File: config.mk
export PLATFORM = sky130hd
export DESIGN_NAME = output_arbiter_flat
export DESIGN_NICKNAME = d
export VERILOG_FILES = /design/src/rtl/output_arbiter_pkg.sv /design/src/rtl/output_arbiter_if.sv /design/src/rtl/output_arbiter_rr_arbiter.sv /design/src/rtl/output_arbiter.sv /design/src/flat_wrapper.sv
export SDC_FILE = /design/constraint.sdc
export NUM_CORES = 1
export LEC_CHECK = 0
export BUFFER_PORTS_ARGS = -buffer_cell sky130_fd_sc_hd__buf_2
export CORE_ASPECT_RATIO = 1.2
export CORE_MARGIN = 1
export CORE_UTILIZATION = 45
export DETAILED_ROUTE_END_ITERATION = 10
export GPL_TIMING_DRIVEN = 0
export PLACE_DENSITY = 0.78
export RECOVER_POWER = 25
export SLEW_MARGIN = 30
export SYNTH_ARGS = -nofsm -noshare
export SYNTH_HDL_FRONTEND = slang
export SYNTH_SLANG_ARGS = --single-unit
File: constraint.sdc
create_clock -name clk -period 3.2 [get_ports clk]
set_input_delay 0.48 -clock clk [delete_from_list [all_inputs] [get_ports clk]]
set_output_delay 0.48 -clock clk [all_outputs]
set_load 0.01 [all_outputs]
File: src/rtl/output_arbiter_pkg.sv
// Shared types and constants for the output_arbiter slice.
// Define OUTPUT_ARB_CHECKSUM_EN to add the trailing XOR checksum byte and its CSUM state.
package output_arb_pkg;

    localparam int LEN_W = 8;
    localparam logic [7:0] SYNC_BYTE = 8'hA5;

    typedef enum logic [2:0] {
        IDLE,
        SYNC,
        ID,
        LEN,
`ifdef OUTPUT_ARB_CHECKSUM_EN
        PAYLOAD,
        CSUM
`else
        PAYLOAD
`endif
    } arb_state_t;

endpackage

File: src/rtl/output_arbiter_if.sv
// Request/payload bundle from the result producers plus the output FIFO write port.
// slave is the arbiter's view; master is the producers' and FIFO's view.
interface output_arbiter_if #(
    parameter int NUM_REQ = 4
);
    import output_arb_pkg::*;

    logic [NUM_REQ-1:0]       req;
    logic [LEN_W*NUM_REQ-1:0] req_len;
    logic [8*NUM_REQ-1:0]     req_data;
    logic [NUM_REQ-1:0]       req_valid;
    logic [NUM_REQ-1:0]       req_ready;
    logic [NUM_REQ-1:0]       gnt;
    logic                     busy;
    logic                     out_set;
    logic [7:0]               out_data;
    logic                     out_full;

    modport master (
        output req, req_len, req_data, req_valid, out_full,
        input  req_ready, gnt, busy, out_set, out_data
    );

    modport slave (
        input  req, req_len, req_data, req_valid, out_full,
        output req_ready, gnt, busy, out_set, out_data
    );

endinterface

File: src/rtl/output_arbiter_rr_arbiter.sv
// Combinational round-robin pick: first asserted request at or after ptr_i, wrapping.
module rr_arbiter #(
    parameter  int NUM_REQ = 4,
    localparam int SRC_W   = $clog2(NUM_REQ)
) (
    input  logic [NUM_REQ-1:0] req_i,
    input  logic [SRC_W-1:0]   ptr_i,
    output logic [NUM_REQ-1:0] gnt_o,
    output logic [SRC_W-1:0]   idx_o
);

    logic             found;
    logic [SRC_W-1:0] pos;

    always_comb begin
        gnt_o = '0;
        idx_o = '0;
        found = 1'b0;
        pos   = '0;
        for (int k = 0; k < NUM_REQ; k++) begin
            pos = SRC_W'((int'(ptr_i) + k) % NUM_REQ);
            if (!found && req_i[pos]) begin
                found      = 1'b1;
                idx_o      = pos;
                gnt_o[pos] = 1'b1;
            end
        end
    end

endmodule

File: src/rtl/output_arbiter.sv
// Round-robin packet scheduler framing sync/ID/length/payload onto the output FIFO.
// Define OUTPUT_ARB_CHECKSUM_EN to append the XOR checksum of ID, LEN and payload.
module output_arbiter
    import output_arb_pkg::*;
#(
    parameter  int NUM_REQ = 4,
    localparam int SRC_W   = $clog2(NUM_REQ)
) (
    input logic             clk,
    input logic             rst_n,
    output_arbiter_if.slave arb_if
);

`ifdef OUTPUT_ARB_CHECKSUM_EN
    localparam arb_state_t TAIL_STATE = CSUM;
    logic [7:0] csum_q;
`else
    localparam arb_state_t TAIL_STATE = IDLE;
`endif

    arb_state_t         state_q;
    logic [SRC_W-1:0]   rr_ptr_q;
    logic [SRC_W-1:0]   rr_ptr_d;
    logic [SRC_W-1:0]   winner_q;
    logic [LEN_W-1:0]   len_q;
    logic [LEN_W-1:0]   cnt_q;
    logic [LEN_W-1:0]   cnt_d;
    logic [NUM_REQ-1:0] pickGnt;
    logic [SRC_W-1:0]   pickIdx;
    logic [LEN_W-1:0]   pickLen;
    logic [7:0]         selData;
    logic               selValid;
    logic               outSet;
    logic [7:0]         outData;
    logic [NUM_REQ-1:0] readyVec;
    logic [NUM_REQ-1:0] gntVec;

    rr_arbiter #(.NUM_REQ(NUM_REQ)) u_rr_arbiter (
        .req_i (arb_if.req),
        .ptr_i (rr_ptr_q),
        .gnt_o (pickGnt),
        .idx_o (pickIdx)
    );

    assign rr_ptr_d = (pickIdx == SRC_W'(NUM_REQ - 1)) ? '0 : pickIdx + 1'b1;
    assign cnt_d    = cnt_q + 8'd1;

    always_comb begin
        selData  = '0;
        selValid = 1'b0;
        pickLen  = '0;
        for (int i = 0; i < NUM_REQ; i++) begin
            if (SRC_W'(i) == winner_q) begin
                selData  = arb_if.req_data[i*8 +: 8];
                selValid = arb_if.req_valid[i];
            end
            if (SRC_W'(i) == pickIdx) begin
                pickLen = arb_if.req_len[i*LEN_W +: LEN_W];
            end
        end
    end

    // Strobe is gated by out_full everywhere, so each out_set is a committed write.
    always_comb begin
        outSet   = 1'b0;
        outData  = '0;
        readyVec = '0;
        gntVec   = '0;
        case (state_q)
            IDLE:    gntVec = rst_n ? pickGnt : '0;
            SYNC:    begin outSet = !arb_if.out_full; outData = SYNC_BYTE; end
            ID:      begin outSet = !arb_if.out_full; outData = 8'(winner_q); end
            LEN:     begin outSet = !arb_if.out_full; outData = len_q; end
            PAYLOAD: begin
                outSet  = selValid && !arb_if.out_full;
                outData = selData;
                for (int i = 0; i < NUM_REQ; i++) begin
                    if (SRC_W'(i) == winner_q) readyVec[i] = !arb_if.out_full;
                end
            end
`ifdef OUTPUT_ARB_CHECKSUM_EN
            CSUM:    begin outSet = !arb_if.out_full; outData = csum_q; end
`endif
            default: ;
        endcase
    end

    assign arb_if.gnt       = gntVec;
    assign arb_if.req_ready = readyVec;
    assign arb_if.out_set   = outSet;
    assign arb_if.out_data  = outData;
    assign arb_if.busy      = (state_q != IDLE);

    always_ff @(posedge clk or negedge rst_n) begin
        if (!rst_n) begin
            state_q  <= IDLE;
            rr_ptr_q <= '0;
            winner_q <= '0;
            len_q    <= '0;
            cnt_q    <= '0;
`ifdef OUTPUT_ARB_CHECKSUM_EN
            csum_q   <= '0;
`endif
        end else begin
            case (state_q)
                IDLE: if (|arb_if.req) begin
                    winner_q <= pickIdx;
                    rr_ptr_q <= rr_ptr_d;
                    len_q    <= pickLen;
                    cnt_q    <= '0;
                    state_q  <= SYNC;
                end
                SYNC: if (outSet) state_q <= ID;
                ID:   if (outSet) state_q <= LEN;
                LEN:  if (outSet) state_q <= (len_q != '0) ? PAYLOAD : TAIL_STATE;
                PAYLOAD: if (outSet) begin
                    cnt_q <= cnt_d;
                    if (cnt_d == len_q) state_q <= TAIL_STATE;
                end
`ifdef OUTPUT_ARB_CHECKSUM_EN
                CSUM: if (outSet) state_q <= IDLE;
`endif
                default: state_q <= IDLE;
            endcase
`ifdef OUTPUT_ARB_CHECKSUM_EN
            // Accumulator restarts every arbitration cycle and folds in ID, LEN and payload.
            if (state_q == IDLE) begin
                csum_q <= '0;
            end else if (outSet && (state_q inside {ID, LEN, PAYLOAD})) begin
                csum_q <= csum_q ^ outData;
            end
`endif
        end
    end

endmodule

File: src/flat_wrapper.sv
// flat-port wrapper written by rule: the top's interface ports become plain ports
module output_arbiter_flat import output_arb_pkg::*;
#(
    parameter  int NUM_REQ = 4,
    localparam int SRC_W   = $clog2(NUM_REQ)
)
  (clk, rst_n, arb_if_req, arb_if_req_len, arb_if_req_data, arb_if_req_valid, arb_if_out_full, arb_if_req_ready, arb_if_gnt, arb_if_busy, arb_if_out_set, arb_if_out_data);
  output_arbiter_if #(.NUM_REQ(NUM_REQ)) arb_if_i ();
  input logic clk;
  input logic rst_n;
  input wire logic [$bits(arb_if_i.req)-1:0] arb_if_req;
  input wire logic [$bits(arb_if_i.req_len)-1:0] arb_if_req_len;
  input wire logic [$bits(arb_if_i.req_data)-1:0] arb_if_req_data;
  input wire logic [$bits(arb_if_i.req_valid)-1:0] arb_if_req_valid;
  input wire logic [$bits(arb_if_i.out_full)-1:0] arb_if_out_full;
  output wire logic [$bits(arb_if_i.req_ready)-1:0] arb_if_req_ready;
  output wire logic [$bits(arb_if_i.gnt)-1:0] arb_if_gnt;
  output wire logic [$bits(arb_if_i.busy)-1:0] arb_if_busy;
  output wire logic [$bits(arb_if_i.out_set)-1:0] arb_if_out_set;
  output wire logic [$bits(arb_if_i.out_data)-1:0] arb_if_out_data;
  assign arb_if_i.req = arb_if_req;
  assign arb_if_i.req_len = arb_if_req_len;
  assign arb_if_i.req_data = arb_if_req_data;
  assign arb_if_i.req_valid = arb_if_req_valid;
  assign arb_if_i.out_full = arb_if_out_full;
  assign arb_if_req_ready = arb_if_i.req_ready;
  assign arb_if_gnt = arb_if_i.gnt;
  assign arb_if_busy = arb_if_i.busy;
  assign arb_if_out_set = arb_if_i.out_set;
  assign arb_if_out_data = arb_if_i.out_data;
  output_arbiter #(.NUM_REQ(NUM_REQ)) u_core (.clk(clk), .rst_n(rst_n), .arb_if(arb_if_i));
endmodule
==> flow_summary.yaml <==
floorplanning:
  die_y_um: 81.9
  die_w_um: 68.6
  start_util_pct: 47.8
  core_area_um2: 5010
  row_count: 28
  pin_count: 93
  die-area_um2: 5620
timing:
  fin_crit_ns: 3.09
  finalSetupViolCount: 0
  fmax_mhz: 323
  grt_setup_unrepaired: "yes"
  final-max-slew-violation-count: 0
  skew_ns: 0.00165
  finalCritPeriodShare_pct: 96.6
  finalHoldWorstSlack_ns: 0.471
  hold_viol: 0
  worstMarginPinSlew_ns: 1.28
  setup_ws_ns: 0.109
  slew_headroom_pct: 14.4
yosys:
  synthArstFlopShare_pct: 100
  ys_ff_latch: 23
  syn_area_um2: 2400
  synth_cell_types: 54
  seq_area_frac_synth_pct: 24.0
  syn_area_per_cell_um2: 8.50
  synth_edf_count: 0
  yosys_warnings: 0
  syn-num-nets: 370
  synthCells: 282
  synthFlopType: "dfrtp_1"
worst_setup_path:
  crit_type: "reg2reg"
  path_cells: "buf_8, clkinvlp_4, ha_4, mux4_2, buf_4, nor2b_4, o32a_1, inv_1, ha_1, nor2b_4, a221oi_1, nor3_1, a21oi_1, a21oi_1"
  startpoint_type: "register"
  crit_family: "compound AO/OA/AOI/OAI gates"
  required_ns: 3.33
  crit_buf_inv: 4
  crit_path_max_incr_delay_ns: 0.39
  crit_path_top_delay_cell: "dfrtp_2"
  cp_max_fo: 10
  end_kind: "register"
  worst_ep_arrival_time_ns: 3.23
job:
  maxCapViolations: 0
cells_and_area:
  drive_above_1_share_pct: 37.8
  area_delta_synth_final_pct: 30.3
  utilization_pct: 62.3
  diodes: 0
  fin_nets: 475
placement:
  port-buffer-count: 92
  place_congestion: 0.933
  pre_cts_slack_ns: -0.471
  dp_hpwl_um: 5300
route:
  post_drt_via_cell_ratio: 5.94
  drc_errors: 0
  wl_per_cell_um: 15.5
  drt_wl_total_um: 6930
  vias: 2648
  detail-route-antenna-nets: 0
  first_iter_violations: 197
  first_pass_iters: 4
power_and_ir_drop:
  ir_drop_mv: 0.647
  powerDensity_nw_per_um2: 955
  p_leak_nw: 1.39
cts:
  htree_levels: 1
  insertion_delay_ns: 0.27
  clockBufferDepth: 2
  clockRootBuffer: "clkbuf_8"
  cts_made_buffers: 3
  cts-hold-fix-buffers: 0
  cts.sinks: 23
  clkTransAtPathRegs_ns: 0.08
  cts_tree: "built"
global_routing:
  grt_pass1_vias: 2378
  grt_pass1_wl_um: 11000
  gr-total-overflow: 0
  grt_max_degree: 25
  antenna_found_initial: 0
  grtUsageTotal_pct: 25.9
outcome:
  status: "complete, no violations"
hold_path:
  worstHoldPathType: "in2async"
[final timing paths]
kind                                         start            endpoint  slack (ns)  cells past startpoint
worst max-delay path            u_core.rr_ptr_q[0]     u_core.len_q[4]        0.11                     14
worst min-delay path                         rst_n   u_core.state_q[0]        0.47                      1
worst max register to register  u_core.rr_ptr_q[0]     u_core.len_q[4]        0.11                     14
worst min register to register     u_core.cnt_q[5]     u_core.cnt_q[5]        0.57                      1
max in group asynchronous                    rst_n  u_core.rr_ptr_q[1]        1.89                      1
min in group clk                arb_if_req_len[31]     u_core.len_q[7]        0.51                      3
[sequential cells by signal, summed over array words and instances (netlist names)]
register / flops
u_core.winner_q: 2
u_core.cnt_q: 8
u_core.state_q: 3
u_core.rr_ptr_q: 2
u_core.len_q: 8
[cell usage in the layout, fill, tap and decap left out, drive strengths merged, types with 2 or more instances in the layout]
cell type and instances:
mux4 11, nor3 11, a31oi 2, nand3b 6
o21a 2, clkbuf 13, or2 5, o31ai 3
a211oi 3, nor2b 12, nand2 18, nand2b 2
and3b 2, and3 3, a32o 4, dfrtp 23
or3 4, o21ai 16, a221oi 8, o22ai 3
nand3 5, mux2 2, a22oi 8, mux2i 4
nor2 28, xnor2 7, a21oi 33, o32a 2
nor4 3, buf 107, ha 13, inv 8
xor2 3
[worst reg2reg max path: cells and delay by family, from the launching register on]
kind,cells,cell delay [ns]
AO/OA/AOI/OAI,4,0.77
multiplexers,1,0.34
AND/OR/NAND/NOR,3,0.38
buffers and inverters,4,0.53
flip-flops,1,0.39
adder cells (fa/ha/maj),2,0.54
[metal layers]
layer	up-vias	GRT usage, %	part of all wire, %
met1	1246	35.1	44
met4	0	8.54	1.9
met3	17	1.81	5.7
met2	114	42.9	49
li1	1271	-	-
met5	-	0	0
[cells by family (layout without fill, tap and decap cells)]
| group | count (synthesis) | in the layout | share of synthesized area (%) |
|---|---|---|---|
| DFF | 23 | 23 | 24.0 |
| AOI/OAI and AO/OA | 88 | 88 | 23.9 |
| adders and majority gates | 13 | 13 | 6.79 |
| buffers and inverters | 26 | 130 | 4.75 |
| muxes | 17 | 17 | 13.9 |
| xor gates and xnor gates | 10 | 10 | 3.66 |
| and+or+nand+nor | 105 | 105 | 23.0 |
[Yosys cell counts, types with 8 or more instances]
cell | number | area share [%]
nor3_1 | 11 | 2.3
inv_1 | 9 | 1.4
ha_1 | 13 | 6.8
nor2_1 | 28 | 4.4
nor2b_1 | 11 | 2.9
a21oi_1 | 32 | 6.7
mux4_2 | 8 | 7.5
dfrtp_1 | 23 | 24
a22oi_1 | 8 | 2.5
nand2_1 | 18 | 2.8
clkbuf_1 | 10 | 1.6
o21ai_0 | 16 | 3.3
[power by group]
| part | internal (W) | switching (W) |
|---|---|---|
| logic | 0.00106 | 0.00117 |
| registers | 0.000399 | 0.000167 |
| clock network | 0.0000890 | 0.0000928 |
| total | 0.00155 | 0.00143 |
[what timing repair did]
| item | in CTS | in global routing |
|---|---|---|
| setup endpoints to repair | 12 | 11 |
| gates resized for setup | 11 | 13 |
| pin swaps | 1 | 5 |
| setup buffers | 4 | 6 |
[stage by stage]
| stage | instance area, µm² | total power, W | std cells | TNS, ns |
|---|---|---|---|---|
| 6_report | 3120 | 0.00298 | 446 | 0 |
| 5_1_grt | 3120 | 0.00326 | 446 | -0.237 |
| 4_1_cts | 3030 | 0.00280 | 441 | 0 |
| 3_5_place_dp | 2930 | 0.00251 | 434 | -3.47 |
| 3_3_place_gp | 2930 | 0.00246 | 434 | -3.21 |
| 2_1_floorplan | 2400 | 0.00201 | 282 | 0 |
[final cells by class]
cell class | instances | area [µm²]
timing repair buffer | 102 | 534
fill | 445 | 1890
buffer | 14 | 80.1
clock buffer | 4 | 45.0
inverter | 10 | 41.3
sequential | 23 | 578
tap | 60 | 75.1
multi-input combinational | 233 | 1770
Note: power is estimated with default switching activity, not from simulation.
